File: src/rtl/call_register.sv
// call_register: latched hall/car call store for an elevator controller.
// Active-low push buttons are synchronised and edge-detected, so each press
// gives a single one-cycle event. Calls are held in flops until the car
// services the floor, and above/below/here/pending summaries are produced
// for the direction logic.
//
// Ports:
//   clk        system clock, all state on the rising edge
//   rst        asynchronous active-low reset
//   hall_up_n  hall up buttons, 0 = pressed (top floor bit ignored)
//   hall_dn_n  hall down buttons, 0 = pressed (ground floor bit ignored)
//   car_n      in-car floor buttons, 0 = pressed
//   position   current car floor, 0 = ground
//   moving     car is between floors
//   door_open  door is open at position
//   head       travel direction, 1 = up, 0 = down
//   req_up     latched hall-up calls
//   req_dn     latched hall-down calls
//   req_car    latched car calls
//   any_above  any call at a floor above position (combinational)
//   any_below  any call at a floor below position (combinational)
//   any_here   any call at position (combinational)
//   pending    any call anywhere (combinational)
module call_register #(
    parameter int unsigned FLOORS = 4,
    parameter int unsigned FW     = 2
) (
    input  logic              clk,
    input  logic              rst,
    input  logic [FLOORS-1:0] hall_up_n,
    input  logic [FLOORS-1:0] hall_dn_n,
    input  logic [FLOORS-1:0] car_n,
    input  logic [FW-1:0]     position,
    input  logic              moving,
    input  logic              door_open,
    input  logic              head,
    output logic [FLOORS-1:0] req_up,
    output logic [FLOORS-1:0] req_dn,
    output logic [FLOORS-1:0] req_car,
    output logic              any_above,
    output logic              any_below,
    output logic              any_here,
    output logic              pending
);

    // All three button groups share one synchroniser/edge-detect pipeline.
    localparam int unsigned BW = 3 * FLOORS;

    // The top floor has no up button and the ground floor no down button.
    localparam logic [FLOORS-1:0] UP_VALID = {1'b0, {(FLOORS-1){1'b1}}};
    localparam logic [FLOORS-1:0] DN_VALID = {{(FLOORS-1){1'b1}}, 1'b0};

    logic [BW-1:0]     btn_n;
    logic [BW-1:0]     sync_a;
    logic [BW-1:0]     sync_b;
    logic [BW-1:0]     sync_d;
    logic [BW-1:0]     press;

    logic [FLOORS-1:0] ev_up;
    logic [FLOORS-1:0] ev_dn;
    logic [FLOORS-1:0] ev_car;

    logic [FLOORS-1:0] svc;
    logic [FLOORS-1:0] clr_up;
    logic [FLOORS-1:0] clr_dn;
    logic [FLOORS-1:0] clr_car;

    logic [FLOORS-1:0] up_nxt;
    logic [FLOORS-1:0] dn_nxt;
    logic [FLOORS-1:0] car_nxt;

    logic [FLOORS-1:0] has_call;

    assign btn_n = {car_n, hall_dn_n, hall_up_n};

    // Two-flop synchroniser plus a delay flop for falling-edge detection;
    // everything resets to released so reset itself never looks like a press.
    always_ff @(posedge clk or negedge rst) begin
        if (!rst) begin
            sync_a <= '1;
            sync_b <= '1;
            sync_d <= '1;
        end else begin
            sync_a <= btn_n;
            sync_b <= sync_a;
            sync_d <= sync_b;
        end
    end

    // Press event: synchronised level went 1 -> 0 this cycle.
    assign press  = sync_d & ~sync_b;
    assign ev_up  = press[FLOORS-1:0] & UP_VALID;
    assign ev_dn  = press[2*FLOORS-1:FLOORS] & DN_VALID;
    assign ev_car = press[3*FLOORS-1:2*FLOORS];

    // Per-floor summary of current latch state.
    assign has_call = req_up | req_dn | req_car;
    assign pending  = |has_call;

    // Position-relative summaries; an out-of-range position naturally gives
    // above = 0, below = OR of all floors, here = 0.
    always_comb begin
        any_above = 1'b0;
        any_below = 1'b0;
        any_here  = 1'b0;
        for (int unsigned f = 0; f < FLOORS; f++) begin
            if (FW'(f) > position) begin
                any_above = any_above | has_call[f];
            end
            if (FW'(f) < position) begin
                any_below = any_below | has_call[f];
            end
            if (FW'(f) == position) begin
                any_here = any_here | has_call[f];
            end
        end
    end

    // Service condition: stopped with the door open at floor f.
    always_comb begin
        svc = '0;
        for (int unsigned f = 0; f < FLOORS; f++) begin
            svc[f] = ~moving & door_open & (position == FW'(f));
        end
    end

    // Served floor drops its car call and the call in the travel direction;
    // the opposite hall call also drops when nothing remains ahead (reversal).
    assign clr_car = svc;
    assign clr_up  = svc & {FLOORS{head | ~any_below}};
    assign clr_dn  = svc & {FLOORS{~head | ~any_above}};

    // Clear dominates set, which also covers press suppression at a served floor.
    assign up_nxt  = (req_up  | ev_up)  & ~clr_up  & UP_VALID;
    assign dn_nxt  = (req_dn  | ev_dn)  & ~clr_dn  & DN_VALID;
    assign car_nxt = (req_car | ev_car) & ~clr_car;

    // Call latches.
    always_ff @(posedge clk or negedge rst) begin
        if (!rst) begin
            req_up  <= '0;
            req_dn  <= '0;
            req_car <= '0;
        end else begin
            req_up  <= up_nxt;
            req_dn  <= dn_nxt;
            req_car <= car_nxt;
        end
    end

endmodule

File: config.mk
export PLATFORM = sky130hd
export DESIGN_NAME = call_register
export DESIGN_NICKNAME = d
export VERILOG_FILES = /design/src/rtl/call_register.sv
export SDC_FILE = /design/constraint.sdc
export NUM_CORES = 1
export LEC_CHECK = 0
export CAP_MARGIN = 30
export CORE_MARGIN = 2
export CORE_UTILIZATION = 42
export CTS_CLUSTER_SIZE = 16
export DETAILED_ROUTE_END_ITERATION = 10
export PLACE_DENSITY = 0.73
export SYNTH_ARGS = -nofsm -noshare
export SYNTH_HDL_FRONTEND = slang
export SYNTH_SLANG_ARGS = --single-unit
export TNS_END_PERCENT = 30
File: constraint.sdc
create_clock -name clk -period 1.2 [get_ports clk]
set_input_delay 0.12 -clock clk [delete_from_list [all_inputs] [get_ports clk]]
set_output_delay 0.12 -clock clk [all_outputs]
set_load 0.02 [all_outputs]
==> impl_metrics.json, run 1 <==
{
  "drtAntennaViolNets": 0,
  "seq_area_um2": 1040,
  "dr.pass1.iters": 4,
  "yosysMostFrequentCell": "dfstp_2",
  "dr.first_iter.drc_count": 21,
  "io_pins": 35,
  "final_nets": 178,
  "grt_pass1_vias": 925,
  "rsz0062_at_grt": "true",
  "synth.top_cell.area_share": 0.570,
  "die_w_um": 61.4,
  "netlist_area_um2": 1380,
  "dpl.hpwl_um": 1820,
  "multi_input_area_um2": 374,
  "die_area_um2": 3770,
  "cts.sink_count": 40,
  "ir_drop_mv": 0.772,
  "hold_slack_ns": 0.176,
  "p_leak_nw": 0.877,
  "vias": 942,
  "async_flop_share": 1.00,
  "maxCapViolations": 0,
  "grt_max_degree": 41,
  "core-area_um2": 3100,
  "clkSlewWorstSetupHoldPaths_ns": 0.11,
  "drive_gt1_frac": 0.600,
  "clk-insertion-delay-late_ns": 0.33,
  "synthesis.instances": 100,
  "std_cell_rows": 20,
  "p_per_area_nw_per_um2": 1260,
  "start_util": 0.446,
  "yosys_warnings": 0,
  "cts_max_level": 2,
  "cts_root_buffer": "clkbuf_4",
  "crit_arrival_ns": 1.66,
  "wire_per_inst_um": 13.3,
  "yosysSeqAreaShare": 0.750,
  "syn2layout_area_growth_pct": 50.5,
  "synth_edf_count": 0,
  "track_usage": 0.159,
  "drc": 0,
  "dieHeight_um": 61.4,
  "finalSetupViolCount": 9,
  "fillers": 254,
  "pre_cts_slack_ns": -0.723,
  "setup_ws_ns": -0.581,
  "vias_per_cell": 4.62,
  "min_period_ns": 1.78,
  "hold_path_class": "in -> reg",
  "status": "finished, violations left",
  "finClkSkew_ns": 0.00849,
  "max_freq_ghz": 0.561,
  "yosys.area.top_type": "dfstp_2",
  "synth_ff_type": "dfstp_2",
  "synth.cells.most_frequent": "dfstp_2 (30), a21oi_1 (15), inv_1 (11), dfrtp_1 (10), nor2_1 (8)",
  "grt_overflow": 0,
  "violations": "negative setup slack",
  "yosys-top-cells-area": "dfstp_2 (57%), dfrtp_1 (18%), a21oi_1 (5.4%)",
  "start_kind": "flip-flop",
  "place_congestion": 0.731,
  "post_synth.cell_area_avg_um2": 13.8,
  "drt-total-wl_um": 2720,
  "diodes": 0,
  "worstPathRequired_ns": 1.08,
  "clk_path_buf_depth": 2,
  "critPathMaxFanout": 2,
  "antenna_found_initial": 0,
  "grt_pass1_wl_um": 4040,
  "path_class": "reg -> out",
  "io_buffers": 30,
  "ys_types": 27,
  "end_kind": "primary output",
  "min_period_over_period": 1.48,
  "cts_tree": "built",
  "drv_slew": 0,
  "ys_ff_latch": 40,
  "hold_violations": 0,
  "numCtsBuffers": 5
}
[per-layer routing]
layer  GRT usage  wire [um]  up-vias
li1            -          -      448
met1       0.177       1090      463
met2       0.274       1470       26
met3      0.0378        117        5
met4       0.100         42        0
met5           0          0        -
[cell type report]
| type | count | area share |
|---|---|---|
| inverter | 11 | 0.0198 |
| clock buffer | 8 | 0.0282 |
| timing repair buffer | 55 | 0.245 |
| tap | 44 | 0.0264 |
| sequential | 40 | 0.501 |
| multi-input combinational | 46 | 0.180 |
[through the flow]
| stage | instance area, um2 | instances | setup TNS [ns] | power, W | util |
|---|---|---|---|---|---|
| finish | 2080 | 204 | -2.45 | 0.00263 | 0.671 |
| global route | 2080 | 204 | -3.07 | 0.00276 | 0.671 |
| CTS | 1970 | 202 | -2.30 | 0.00259 | 0.636 |
| detailed placement | 1900 | 191 | -4.95 | 0.00191 | 0.613 |
| global placement | 1900 | 191 | -4.27 | 0.00190 | 0.613 |
| floorplan | 1410 | 101 | -0.283 | 0.00167 | - |
[final timing paths]
check                        startpoint          to  slack, ns  cells after the start
max in group asynchronous           rst   sync_b[2]       0.67                      3
setup reg to reg              req_dn[2]   req_dn[1]      -0.11                      4
setup / recovery              req_dn[2]   any_above      -0.58                      4
min in group asynchronous           rst  req_car[2]       0.27                      3
hold / removal             hall_up_n[0]   sync_a[0]       0.18                      1
hold reg to reg               sync_a[1]   sync_b[1]       0.35                      0
[cell families after synthesis]
group           count (synthesis)  synth area share
buf+inv                        15            0.0470
simple gates                   21            0.0986
other cells                     1           0.00271
compound gates                 23             0.101
flops                          40             0.750
[sequential cells by signal, indices dropped and copies added, names as in the netlist]
register and flops:
sync_b 10, sync_d 10, req_up 3, req_dn 3, sync_a 10, req_car 4
[layout by cell type, fill, tap and decap left out, types with 2 or more instances in the layout]
cell type and count:
clkbuf_1 2, buf_4 18, conb_1 2, a21oi_2 2
clkbuf_4 5, a21o_1 2, inv_1 11, clkdlybuf4s50_1 14
nor2_1 7, a21oi_1 13, dfrtp_2 4, dfrtp_1 6
dfstp_2 30, nand3_2 2, buf_2 4, buf_6 16
[where the power goes]
part | switching [W] | internal [W]
registers | 0.0000512 | 0.00147
logic | 0.000206 | 0.000224
clock network | 0.000391 | 0.000289
[timing repair]
action	4_1_cts	5_1_grt
hold endpoints to repair	40	0
setup endpoints to repair	17	16
hold buffers	1	0
pin swaps	6	4
setup buffers	3	3
gates resized for setup	73	27
[critical path: stages (launching register included)]
cell	delay, ns
dfrtp_2	0.42
or3_4	0.40
nor3_4	0.23
o221ai_2	0.11
buf_2	0.17
(Power assumes the default switching activity.)
==> run 2, diff against run 1 <==
--- a/config.mk
+++ b/config.mk
@@ -10,6 +10,7 @@
 export CORE_UTILIZATION = 42
 export CTS_CLUSTER_SIZE = 16
 export DETAILED_ROUTE_END_ITERATION = 10
+export GPL_ROUTABILITY_DRIVEN = 0
 export PLACE_DENSITY = 0.73
 export SYNTH_ARGS = -nofsm -noshare
 export SYNTH_HDL_FRONTEND = slang
==> results of run 2 <==
Same layout as run 1: the final DEF is identical, and so are final timing and power.
